## config.mk

```make
export PLATFORM = sky130hd
export DESIGN_NAME = btb_update_scheduler
export DESIGN_NICKNAME = d
export VERILOG_FILES = /design/src/rtl/btb_update_scheduler.sv
export SDC_FILE = /design/constraint.sdc
export NUM_CORES = 1
export LEC_CHECK = 0
export ABC_CLOCK_PERIOD_IN_PS = 3850
export CAP_MARGIN = 10
export CORE_MARGIN = 3
export CORE_UTILIZATION = 50
export CTS_BUF_LIST = sky130_fd_sc_hd__clkbuf_8 sky130_fd_sc_hd__clkbuf_16
export CTS_CLUSTER_DIAMETER = 80
export CTS_CLUSTER_SIZE = 10
export DETAILED_ROUTE_END_ITERATION = 12
export PLACE_DENSITY = 0.72
export SLEW_MARGIN = 5
export SYNTH_ARGS = -nofsm -noshare
export SYNTH_HDL_FRONTEND = slang
export SYNTH_SLANG_ARGS = --single-unit
```

## constraint.sdc

```tcl
create_clock -name clk -period 3.85 [get_ports clk]
set_input_delay 0.385 -clock clk [delete_from_list [all_inputs] [get_ports clk]]
set_output_delay 0.385 -clock clk [all_outputs]
set_load 0.01 [all_outputs]
```

## src/rtl/btb_update_scheduler.sv

```systemverilog
// btb_update_scheduler: shares the single BTB port between fetch lookups, buffered EX updates and a full-table invalidate walk.
// Optional build macro BTB_UPD_COALESCE_EN merges an update into the FIFO tail when the PCs match.
module btb_update_scheduler #(
    parameter int DEPTH   = 4,
    parameter int HI_WM   = 3,
    parameter int ENTRIES = 8,
    parameter int IDX_W   = 3
) (
    input  logic             clk,
    input  logic             rst_n,
    input  logic             upd_valid,
    input  logic [31:0]      upd_pc,
    input  logic [31:0]      upd_target,
    input  logic             upd_taken,
    output logic             upd_ready,
    input  logic             lookup_req,
    output logic             lookup_gnt,
    input  logic             inval_req,
    output logic             inval_busy,
    output logic             inval_done,
    output logic             btb_wr_en,
    output logic [IDX_W-1:0] btb_wr_idx,
    output logic [31:0]      btb_wr_pc,
    output logic [31:0]      btb_wr_target,
    output logic             btb_wr_taken,
    output logic             btb_wr_clear
);
    localparam int PW = $clog2(DEPTH);
    localparam int CW = PW + 1;
    localparam logic [CW-1:0]    HI   = CW'(HI_WM);
    localparam logic [CW-1:0]    FULL = CW'(DEPTH);
    localparam logic [IDX_W-1:0] LAST = IDX_W'(ENTRIES - 1);

    typedef enum logic [1:0] {IDLE, INVAL, DONE} state_t;

    state_t           state_q;
    logic [IDX_W-1:0] walk_q;
    logic [31:0]      pc_q  [DEPTH];
    logic [31:0]      tgt_q [DEPTH];
    logic [DEPTH-1:0] tk_q;
    logic [PW-1:0]    rd_q, wr_q;
    logic [CW-1:0]    cnt_q, cnt_d;
    logic             idle, walking, wr_go, push, coal, flush;

    assign idle    = state_q == IDLE;
    assign walking = state_q == INVAL;
    // Writes yield to fetch unless the FIFO is near full.
    assign wr_go   = idle & (cnt_q != '0) & (!lookup_req | cnt_q >= HI);
    assign flush   = idle & inval_req;
    assign push    = upd_valid & upd_ready;

`ifdef BTB_UPD_COALESCE_EN
    logic [PW-1:0] tail;
    assign tail = wr_q - PW'(1);
    // A tail that is also the popping head is leaving, so it cannot absorb the update.
    assign coal = push & (cnt_q != '0) & (pc_q[tail] == upd_pc) & !(wr_go & cnt_q == CW'(1));
`else
    assign coal = 1'b0;
`endif

    assign cnt_d = cnt_q + CW'(push & !coal) - CW'(wr_go);

    assign upd_ready     = idle & !inval_req & (cnt_q != FULL);
    assign lookup_gnt    = idle & lookup_req & !wr_go;
    assign inval_busy    = walking;
    assign inval_done    = state_q == DONE;
    assign btb_wr_en     = wr_go | walking;
    assign btb_wr_clear  = walking;
    assign btb_wr_idx    = walking ? walk_q : wr_go ? pc_q[rd_q][IDX_W-1:0] : '0;
    assign btb_wr_pc     = wr_go ? pc_q[rd_q] : '0;
    assign btb_wr_target = wr_go ? tgt_q[rd_q] : '0;
    assign btb_wr_taken  = wr_go & tk_q[rd_q];

    always_ff @(posedge clk or negedge rst_n) begin
        if (!rst_n) begin
            rd_q  <= '0;
            wr_q  <= '0;
            cnt_q <= '0;
            tk_q  <= '0;
            for (int i = 0; i < DEPTH; i++) begin
                pc_q[i]  <= '0;
                tgt_q[i] <= '0;
            end
        end else if (flush) begin
            rd_q  <= '0;
            wr_q  <= '0;
            cnt_q <= '0;
        end else begin
            if (wr_go)
                rd_q <= rd_q + PW'(1);
            if (push & !coal) begin
                pc_q[wr_q]  <= upd_pc;
                tgt_q[wr_q] <= upd_target;
                tk_q[wr_q]  <= upd_taken;
                wr_q        <= wr_q + PW'(1);
            end
`ifdef BTB_UPD_COALESCE_EN
            if (coal) begin
                tgt_q[tail] <= upd_target;
                tk_q[tail]  <= upd_taken;
            end
`endif
            cnt_q <= cnt_d;
        end
    end

    always_ff @(posedge clk or negedge rst_n) begin
        if (!rst_n) begin
            state_q <= IDLE;
            walk_q  <= '0;
        end else begin
            case (state_q)
                IDLE: if (inval_req) begin
                    state_q <= INVAL;
                    walk_q  <= '0;
                end
                INVAL: begin
                    walk_q <= walk_q + IDX_W'(1);
                    if (walk_q == LAST)
                        state_q <= DONE;
                end
                default: state_q <= IDLE;
            endcase
        end
    end
endmodule

```

Word level (Yosys, flattened, before mapping)
Index checks and enable logic that the tools add are counted.
{"block": "totals", "out_inout_bits": 74, "reg_bits": 272}
{"block": "op_classes", "reduce_logical": 13, "muxes": 29, "addsub": 5, "n_eq_ne": 6, "magnitude_cmp": 7, "bitwise": 14}
{"op": "128-bit bitwise mux", "count": 2}
{"op": "32-bit two-way mux", "count": 7}
{"op": "32-bit binary-select mux with 2-bit select", "count": 2}
{"op": "32-bit demux with 2-bit select", "count": 1}
{"op": "2-bit two-way mux", "count": 6}
{"op": "3-bit two-way mux", "count": 4}
{"op": "1-bit AND", "count": 9}
{"op": "3-bit >= comparator, second input constant", "count": 2}
{"op": "2-bit by 3-bit < comparator with 1-bit output, second input constant", "count": 2}
{"op": "2-bit NOT with 3-bit output", "count": 2}
{"op": "3-bit case mux with 2 select lines", "count": 1}
{"op": "2-bit AND reduction", "count": 3}
{"op": "2-bit nonzero test", "count": 3}
{"op": "2-bit by 1-bit adder with 2-bit output, second input constant", "count": 2}
{"op": "4-bit bitwise mux", "count": 1}
{"op": "2-bit case mux with 2 select lines", "count": 1}
{"op": "3-bit by 1-bit adder with 3-bit output", "count": 1}
{"op": "3-bit by 1-bit adder with 3-bit output, second input constant", "count": 1}
{"op": "3-bit == test, second input constant", "count": 1}
{"op": "3-bit by 2-bit >= comparator with 1-bit output, second input constant", "count": 1}
{"op": "1-bit logical NOT", "count": 3}
{"op": "3-bit by 1-bit < comparator with 1-bit output, second input constant", "count": 1}
{"op": "3-bit != test, second input constant", "count": 1}
{"op": "3-bit nonzero test", "count": 1}
{"op": "other kinds (13)", "count": 16}

Depth between registers and ports, before layout
Gate-level depths: netlist (run 1).
{"block": "depth", "depth_word": 7, "depth_mapped": 13, "depth_no_buf": 12}

Worst setup path before layout (run 1)
No wires, ideal clock.
{"block": "synth_timing", "kind": "register to register", "from": "reg state_q[1]", "to": "reg cnt_q[2]", "path_slack_ps": 1414, "synth_period_minus_slack_ps": 2436, "arrival_time_ps": 2311, "stages_incl_launch_ff": 12, "path_buffers": 1, "cell_sequence": "dfrtp_1 > or2_2 > a211o_1 > inv_1 > buf_2 > ha_1 > inv_1 > ha_1 > inv_1 > fa_1 > xor2_1 > nor2_1"}
{"block": "synth_via", "elab_chain_cells": 7, "word_cells_on_any_way": 10}
{"element": "start: declaration", "line_no": "36", "source": "state_t state_q;"}
{"element": "start signal: assignment", "line_no": "109", "source": "state_q <= IDLE;"}
{"element": "start signal: assignment", "line_no": "114", "source": "state_q <= INVAL;"}
{"element": "start signal: assignment", "line_no": "120", "source": "state_q <= DONE;"}
{"element": "2-bit logical NOT (*)", "line_no": "45", "source": "assign idle = state_q == IDLE;"}
{"element": "1-bit AND (2 in a row)", "line_no": "63", "source": "assign upd_ready = idle & !inval_req & (cnt_q != FULL);"}
{"element": "1-bit AND", "line_no": "50", "source": "assign push = upd_valid & upd_ready;"}
{"element": "3-bit by 1-bit adder with 3-bit output", "line_no": "61", "source": "assign cnt_d = cnt_q + CW'(push & !coal) - CW'(wr_go);"}
{"element": "3-bit by 1-bit subtractor with 3-bit output", "line_no": "61"}
{"element": "3-bit two-way mux (*)", "line_no": "84", "source": "end else if (flush) begin"}
{"element": "end signal: assignment", "line_no": "103", "source": "cnt_q <= cnt_d;"}
{"element": "end: declaration", "line_no": "42", "source": "logic [CW-1:0] cnt_q, cnt_d;"}
Mark *: on every way between the ends. The rest lies on a longest branch, timed or not.
A chain may end at the register's enable or synchronous reset.

Worst setup path in the final report (run 1)
{"block": "layout_timing", "from": "reg cnt_q[1]", "to": "out lookup_gnt"}
{"block": "layout_via", "elab_chain_cells": 5, "word_cells_on_any_way": 7}
{"element": "3-bit by 2-bit >= comparator with 1-bit output / 3-bit nonzero test (equally long branches)", "line_no": "48", "source": "assign wr_go = idle & (cnt_q != '0) & (!lookup_req | cnt_q >= HI);"}
{"element": "1-bit bitwise OR / 1-bit AND (equally long branches)", "line_no": "48"}
{"element": "1-bit AND (*)", "line_no": "48"}
{"element": "1-bit logical NOT (*)", "line_no": "64", "source": "assign lookup_gnt = idle & lookup_req & !wr_go;"}
{"element": "1-bit AND (*)", "line_no": "64"}
{"element": "end: declaration", "line_no": "17", "source": "output logic lookup_gnt,"}
Marks and branches as above.

==> impl_metrics.yaml, run 1 <==
floorplan:
  die_area_um2: 27000
  die_w_um: 164
  start_util_pct: 51.1
  boundaryPins: 144
  core_region_area_um2: 24500
  rows: 57
  die_y_um: 164
timing:
  tightest_slew_ps: 685
  fin_tns_setup_ps: 0
  rsz0062_at_grt: "no"
  hold_ws_ps: 455
  timing.fmax_mhz: 302
  slew_headroom_pct: 54.2
  hold_viol_final: 0
  fin_ws_ps: 536
  skew_ps: 17.1
  post-route-period-util_pct: 86.1
  drv_slew: 0
  min_period_ps: 3310
  setup_viol: 0
final_layout:
  regArea_um2: 6810
  area_growth_syn_to_layout_pct: 20.0
  drive_gt1_share_pct: 40.7
  multi_input_area_um2: 5310
  final_util_pct: 61.3
  mostFrequentLayoutCells: "270 x dfrtp_1, 260 x mux2_2, 142 x clkdlybuf4s50_1"
  fillers: 1895
  num-nets-final: 1014
  final_common_cell: "dfrtp_1"
  antenna_cells: 0
route:
  drtIter0Drc: 322
  drc_errors: 0
  num_vias: 7040
  drt_pass1_iterations: 4
  wl_per_cell_um: 19.8
  vias_per_cell: 5.59
  ant_nets: 0
  drt-total-wl_um: 24900
pwr:
  power.total_mw: 10.8
  total_leakage_power_nw: 6.80
  ir_drop_v: 0.000370
  power_density_nw_per_um2: 722
logic_synthesis:
  muxShareOfSynthArea_pct: 34.7
  synth_top_area_cell: "dfrtp_1"
  async_reset_ff_share_pct: 100
  synth_fa_ha_area_share_pct: 1.06
  synth_warnings: 0
  synth-simple-area-share_pct: 5.17
  syn_nets: 876
  synth_top_area_share_pct: 54.4
  ys_ff_latch: 272
  synth.area.top_cells: "dfrtp_1 54%, mux2_2 23%, mux4_2 11%, and2_1 3.2%, buf_6 2.2%"
  synth_compound_area_share_pct: 1.00
  synth_edf_count: 0
  synth_top_family_by_area: "multiplexers"
  syn_avg_cell_area_um2: 15.7
  syn_area_um2: 12500
  yosys_most_used_dff: "dfrtp_1"
  synth.distinct_cells: 31
  synth-xor-area-share_pct: 0.0700
  synthCells: 796
  ys_seq_area_share_pct: 54.4
setup_path:
  critical_path_buf_inv_count: 3
  worstPathArrival_ps: 2930
  worstPathRequired_ps: 3460
  r2r-start: "cnt_q[1]"
  crit_type: "register to output pin"
  cp_max_fo: 27
  end_kind: "output pin"
  critPathLaunchType: "register"
  crit_chain: "ha_1 > o21ai_0 > a211o_1 > clkinv_1 > buf_4 > nor3b_1 > clkdlybuf4s50_1"
  r2r_setup_slack_ps: 950
  r2r-end: "cnt_q[2]"
  r2r_cells: 12
  slowest_delay_ps: 560
  slowest_stage: "clkdlybuf4s50_1"
  cpLargestDelayFamily: "buffers and inverters"
placement:
  dp_slack_ps: 797
  post-dp-hpwl_um: 15700
  place.gp.congestion: 0.725
  io_buffers: 143
global_route:
  grt_pass1_wl_um: 40600
  grt_pass1_vias: 7615
  gr-total-overflow: 0
  grt_usage_pct: 18.9
  grt_max_degree: 86
  antenna_found_initial: 0
clock_tree:
  h-tree-depth: 1
  clk_path_buf_depth: 3
  numClockSinks: 272
  cts_tree: "done"
  clkTransAtPathRegs_ps: 60
  cts-resized-gates: 0
  clock_latency_ps: 550
  cts_root_buffer: "clkbuf_16"
  cts_buffers: 31
flow_run:
  max_cap_viol_count: 0
status:
  status: "finished, final reports clean"
min_path:
  hold_path.class: "primary input to async pin"
## kinds of logic (layout without fill, tap and decap cells)
| group | Yosys count | in the layout |
|---|---|---|
| and+or+nand+nor | 108 | 108 |
| xor gates and xnor gates | 1 | 1 |
| DFF | 272 | 272 |
| adders and majority gates | 10 | 10 |
| AOI/OAI and AO/OA | 18 | 18 |
| muxes | 324 | 324 |
| buffers and inverters | 63 | 202 |
## synthesized netlist by cell type (2+ instances only)
master,count
a211oi_1,6
a21o_1,2
a21oi_1,2
and2_1,64
buf_2,17
buf_6,24
clkbuf_1,10
clkbuf_2,2
dfrtp_1,272
ha_1,9
inv_1,9
mux2_2,260
mux2i_1,2
mux4_2,62
nand2_1,12
nand2b_1,2
nand3_1,9
nor2_1,3
nor2b_1,8
nor3_1,4
nor3b_1,2
o21ai_0,3
o31ai_1,3
or3b_2,2
## repair_timing
action	CTS	global route
endpoints found under the hold margin	82	0
buffers inserted	0	0
hold buffers	1	0
## worst max path at each step
stage | startpoint | end | slack (ps) | cells past startpoint
floorplan | state_q[1] | cnt_q[2] | 1410 | 11
global placement | inval_req | pc_q[22] | 880 | 5
detailed placement | lookup_req | cnt_q[2] | 800 | 12
CTS | cnt_q[1] | lookup_gnt | 470 | 7
global route | cnt_q[1] | lookup_gnt | 330 | 7
finish | cnt_q[1] | lookup_gnt | 540 | 7
## cell type report
cell class,instances,area share [%]
clock buffer,31,5.17
clock inverter,3,0.142
inverter,9,0.225
multi-input combinational,461,35.4
sequential,272,45.4
tap,324,2.70
timing repair buffer,159,11.0
## metal layers
layer | global-route usage, % | part of all wire, % | up-vias | wire [um]
met3 | 3.20 | 3.9 | 38 | 967
met1 | 26.2 | 45 | 3728 | 11200
met5 | 0 | 0 | - | 0
met4 | 4.00 | 2.1 | 0 | 514
met2 | 31.6 | 49 | 115 | 12200
li1 | - | - | 3159 | -
## report_power, final
part	internal [mW]	switching, mW
Combinational	2.39	1.45
Clock	1.41	1.05
Sequential	3.92	0.634
## stage by stage
stage | instance area [um^2] | cells
2_1_floorplan | 12500 | 796
3_3_place_gp | 14200 | 1224
3_5_place_dp | 14200 | 1224
4_1_cts | 15000 | 1259
5_1_grt | 15000 | 1259
6_report | 15000 | 1259
## sequential cells by signal, summed over array words and instances (netlist names)
name	flops
pc_q	128
tgt_q	128
tk_q	4
cnt_q	3
walk_q	3
rd_q	2
state_q	2
wr_q	2
No activity file was read; power rests on OpenSTA's default activity.
==> run 2: changes to the inputs <==
--- a/config.mk
+++ b/config.mk
@@ -5,7 +5,7 @@
 export SDC_FILE = /design/constraint.sdc
 export NUM_CORES = 1
 export LEC_CHECK = 0
-export ABC_CLOCK_PERIOD_IN_PS = 3850
+export ABC_CLOCK_PERIOD_IN_PS = 3400
 export CAP_MARGIN = 10
 export CORE_MARGIN = 3
 export CORE_UTILIZATION = 50
==> constraint.sdc (replaced) <==
create_clock -name clk -period 3.4 [get_ports clk]
set_input_delay 0.34 -clock clk [delete_from_list [all_inputs] [get_ports clk]]
set_output_delay 0.34 -clock clk [all_outputs]
set_load 0.01 [all_outputs]
==> run 2 against run 1 <==
- global-route usage fell by 0.33 points
- critical path depth fell by 1
- largest cell class unchanged
- power rose by 13%
- sequential share of layout area fell by 0.11 points
- non-clock buffer count is 2 higher
- wire length is 1.4% lower
- die area stayed put
- critical endpoint is now btb_wr_pc[31]
- setup slack got worse by 320 ps
- flip-flop and latch count did not move
- clock skew rose by 1.3 ps
==> impl_metrics.yaml, run 2 (synthesis results as in run 1) <==
status:
  status: "finished, final reports clean"
setup_path:
  r2r_setup_slack_ps: 960
  worstPathArrival_ps: 2850
  crit_type: "register to output pin"
  critPathLaunchType: "register"
  worstPathRequired_ps: 3060
  r2r-start: "cnt_q[1]"
  cp_max_fo: 35
  crit_chain: "or2_2 > a211o_2 > clkinv_1 > buf_4 > and2_1 > clkdlybuf4s50_1"
  r2r_cells: 11
  r2r-end: "cnt_q[2]"
  end_kind: "output pin"
  slowest_delay_ps: 530
  slowest_stage: "clkdlybuf4s50_1"
pwr:
  power_density_nw_per_um2: 816
  combPwrFrac_pct: 35.6
  power.total_mw: 12.3
  sequentialPowerShare_pct: 42.0
  total_leakage_power_nw: 6.82
  intPower_mw: 8.76
  netSwitchingFraction_pct: 28.7
  ir_drop_v: 0.000383
  power.switching_mw: 3.52
  clock_power_share_pct: 22.4
placement:
  place.gp.congestion: 0.736
  dp_slack_ps: 612
  place_area_um2: 14200
  post-dp-hpwl_um: 15500
  io_buffers: 143
  dp_cells: 1226
timing:
  hold_ws_ps: 439
  rsz0062_at_grt: "no"
  fin_ws_ps: 213
  fin_tns_setup_ps: 0
  setup_viol: 0
  drv_slew: 0
  hold_viol_final: 0
  tightest_slew_ps: 807
  skew_ps: 18.4
  post-route-period-util_pct: 93.7
  min_period_ps: 3190
  slew_headroom_pct: 46.2
  timing.fmax_mhz: 314
final_layout:
  area_growth_syn_to_layout_pct: 20.2
  mostFrequentLayoutCells: "270 x dfrtp_1, 260 x mux2_2, 142 x clkdlybuf4s50_1"
  num-nets-final: 1016
  reg.largest.list: "pc_q (128), tgt_q (128), tk_q (4)"
  fillers: 1878
  design_area_um2: 15000
  multi_input_area_um2: 5310
  final_common_cell: "dfrtp_1"
  regArea_um2: 6810
  final_util_pct: 61.5
  drive_gt1_share_pct: 40.9
  antenna_cells: 0
  instances_no_fill: 1261
floorplan:
  core_region_area_um2: 24500
  die_y_um: 164
  start_util_pct: 51.1
  rows: 57
  die_w_um: 164
  boundaryPins: 144
  die_area_um2: 27000
route:
  drc_errors: 0
  drtIter0Drc: 265
  num_vias: 7004
  drt_pass1_iterations: 4
  ant_nets: 0
  wl_per_cell_um: 19.5
  vias_per_cell: 5.55
  drt-total-wl_um: 24600
global_route:
  grt_usage_pct: 18.5
  grt_pass1_vias: 7486
  antenna_found_initial: 0
  gr-total-overflow: 0
  grt_max_degree: 105
  grt_pass1_wl_um: 39900
clock_tree:
  clk_path_buf_depth: 3
  cts_tree: "done"
  clock_latency_ps: 540
  numClockSinks: 272
  cts_root_buffer: "clkbuf_16"
  cts_setup_buffers: 0
  clkTransAtPathRegs_ps: 60
  cts_buffers: 31
  h-tree-depth: 1
min_path:
  hold_path.class: "primary input to async pin"
flow_run:
  max_cap_viol_count: 0
-- run 2: cell types whose count changed in the layout (fill, tap and decap cells not counted) --
| cell | previous run | this run |
|---|---|---|
| buf_12 | 7 | 9 |
| a211o_1 | 1 | 0 |
| a211o_2 | 0 | 1 |
| inv_1 | 9 | 10 |
| inv_6 | 2 | 1 |
| o21ai_0 | 3 | 2 |
| o21ai_1 | 0 | 1 |
-- run 2: worst max path at each step --
stage	startpoint	end	slack [ps]	cells after the start
CTS	cnt_q[1]	lookup_gnt	90	7
finish	state_q[1]	btb_wr_pc[31]	210	6
global placement	lookup_req	lookup_gnt	650	7
floorplan	state_q[1]	cnt_q[2]	960	11
global route	cnt_q[1]	lookup_gnt	40	7
detailed placement	lookup_req	lookup_gnt	610	7
-- run 2: metal layers --
layer  global-route usage [%]  vias up  wire length [um]
met4                     3.46        0               391
met5                        0        -                 0
met2                     31.9      122             12100
met3                     3.05       31               980
li1                         -     3159                 -
met1                     25.2     3692             11100
-- run 2: power groups by stage --
stage	combinational (mW)	sequential (mW)	clock, mW
5_1_grt	4.77	5.31	2.97
2_1_floorplan	3.21	4.85	0
3_3_place_gp	4.36	5.15	0
3_5_place_dp	4.44	5.20	0
4_1_cts	4.46	5.16	2.84
6_report	4.37	5.16	2.75
-- run 2: area by class of cell --
class | count | area share [%]
clock buffers | 31 | 5.16
flip-flops and latches | 272 | 45.3
repair buffers | 161 | 11.2
inverters | 9 | 0.225
multi-input cells | 461 | 35.3
well taps | 324 | 2.70
clock inverters | 3 | 0.108
-- run 2: what timing repair did --
| item | 4_1_cts | 5_1_grt |
|---|---|---|
| setup endpoints to repair | 0 | 34 |
| resized for setup | 0 | 2 |
| hold buffers | 1 | 0 |
| hold endpoints to repair | 100 | 0 |
-- run 2: critical path: cells and delay by family (launching register included) --
family,cells,cell delay [ps]
flops,1,420
simple gates,2,530
buf+inv,3,920
compound gates,1,390
==> run 3: changes to the inputs <==
--- a/config.mk
+++ b/config.mk
@@ -7,6 +7,7 @@
 export LEC_CHECK = 0
 export ABC_CLOCK_PERIOD_IN_PS = 3400
 export CAP_MARGIN = 10
+export CORE_ASPECT_RATIO = 0.5
 export CORE_MARGIN = 3
 export CORE_UTILIZATION = 50
 export CTS_BUF_LIST = sky130_fd_sc_hd__clkbuf_8 sky130_fd_sc_hd__clkbuf_16
@@ -18,3 +19,4 @@
 export SYNTH_ARGS = -nofsm -noshare
 export SYNTH_HDL_FRONTEND = slang
 export SYNTH_SLANG_ARGS = --single-unit
+export TNS_END_PERCENT = 30
==> run 3 against run 2 <==
- largest power group unchanged
- sequential power is essentially flat
- core utilization grew 0.50 points
- global-route usage grew 0.47 points
- hold slack lost 150 ps
- setup slack lost 49 ps
- clock skew shrank 7.3 ps
- flip-flop and latch count is the same
- power grew 0.61%
- register-to-register slack lost 210 ps
- largest cell class unchanged
==> impl_metrics.yaml, run 3 (synthesis results as in run 1) <==
setup_path:
  cp.depth: 6
  slowest_stage: "clkdlybuf4s50_1"
  r2r-end: "cnt_q[2]"
  critPathLaunchType: "register"
  crit_type: "register to output pin"
  r2r_setup_slack_ps: 750
  r2r-start: "state_q[1]"
  worstPathRequired_ps: 3060
  crit_end: "btb_wr_target[29]"
  cpLargestDelayFamily: "buffers and inverters"
  r2r_cells: 10
  critical_path_buf_inv_count: 3
  cp_max_fo: 21
  worstSetupStartpoint: "state_q[1]"
  worstPathArrival_ps: 2900
  slowest_delay_ps: 530
  end_kind: "output pin"
  crit_chain: "or2_2 > a211o_2 > inv_6 > buf_4 > and2_1 > clkdlybuf4s50_1"
placement:
  post-dp-hpwl_um: 15900
  io_buffers: 143
  place_area_um2: 14200
  dp_slack_ps: 384
  place.gp.congestion: 0.712
route:
  ant_nets: 0
  num_vias: 7087
  drtIter0Drc: 264
  drt_pass1_iterations: 4
  drt-total-wl_um: 25200
  drc_errors: 0
  vias_per_cell: 5.56
  wl_per_cell_um: 19.8
pwr:
  ir_drop_v: 0.000386
  power_density_nw_per_um2: 821
  power.total_mw: 12.3
  total_leakage_power_nw: 6.82
min_path:
  hold_path.class: "primary input to async pin"
final_layout:
  fillers: 1813
  mostFrequentLayoutCells: "270 x dfrtp_1, 260 x mux2_2, 142 x clkdlybuf4s50_1"
  design_area_um2: 15000
  drive_gt1_share_pct: 41.2
  reg.largest.list: "pc_q (128), tgt_q (128), tk_q (4)"
  antenna_cells: 0
  final_common_cell: "dfrtp_1"
  num-nets-final: 1018
  area_growth_syn_to_layout_pct: 20.3
floorplan:
  die_area_um2: 27100
  die_y_um: 118
  boundaryPins: 144
  die_w_um: 230
  core_region_area_um2: 24300
  rows: 40
  start_util_pct: 51.5
global_route:
  grt_pass1_wl_um: 41500
  grt_max_degree: 110
  grt_usage_pct: 19.0
  antenna_found_initial: 0
  gr-total-overflow: 0
  grt_pass1_vias: 7760
timing:
  min_period_ps: 3240
  hold_viol_final: 0
  fin_ws_ps: 164
  skew_ps: 11.1
  timing.fmax_mhz: 309
  rsz0062_at_grt: "no"
  slew_headroom_pct: 46.2
  post-route-period-util_pct: 95.2
  setup_viol: 0
  fin_tns_setup_ps: 0
  drv_slew: 0
  tightest_slew_ps: 807
clock_tree:
  cts_buffers: 31
  numClockSinks: 272
  clkTransAtPathRegs_ps: 60
  cts_root_buffer: "clkbuf_16"
  clock_latency_ps: 550
  h-tree-depth: 1
  cts_tree: "done"
  clk_path_buf_depth: 3
flow_run:
  max_cap_viol_count: 0
status:
  status: "finished, final reports clean"
[run 3: area by class of cell]
class	instances	area (um^2)	area share [%]
Inverter	9	38.8	0.258
Tap cell	336	420	2.79
Multi-Input combinational cell	461	5310	35.3
Clock buffer	31	776	5.16
Timing Repair Buffer	163	1670	11.1
Sequential cell	272	6810	45.3
Clock inverter	3	21.3	0.141
[run 3: repair_timing]
item	in CTS	in global routing
buffers inserted	0	0
hold buffers	1	0
endpoints found under the hold margin	46	0
setup endpoints to repair	46	30
gates resized for setup	2	2
[run 3: power breakdown]
group | switching, mW | leakage [nW] | total, mW | internal, mW
combinational | 1.64 | 2.86 | 4.39 | 2.75
clock | 1.19 | 0.396 | 2.79 | 1.60
sequential | 0.732 | 3.56 | 5.17 | 4.43
total | 3.57 | 6.82 | 12.3 | 8.78
[run 3: routing by layer]
metal  vias up  routed length [um]  share of wire (%)  global-route usage [%]
met5         -                   0                  0                       0
met4         0                 396                1.6                    3.87
met3        31                 792                3.1                    3.68
met2        86               12800                 51                    33.0
met1      3794               11200                 45                    25.1
li1       3176                   -                  -                       -
[run 3: worst min path at each step]
stage | start | endpoint | slack, ps
after detailed placement | rst_n | pc_q[50] | 270
after global routing | rst_n | pc_q[114] | 320
after floorplan | rst_n | cnt_q[0] | 40
final | rst_n | pc_q[114] | 290
after global placement | rst_n | pc_q[117] | 270
after CTS | rst_n | pc_q[50] | 290
[run 3: metrics by stage]
step / util [%] / std cells / hold WS, ps
floorplan: - / 796 / 44.4
global placement: 58.6 / 1240 / 268
detailed placement: 58.6 / 1240 / 273
CTS: 62.0 / 1275 / 286
global route: 62.0 / 1275 / 315
finish: 62.0 / 1275 / 293
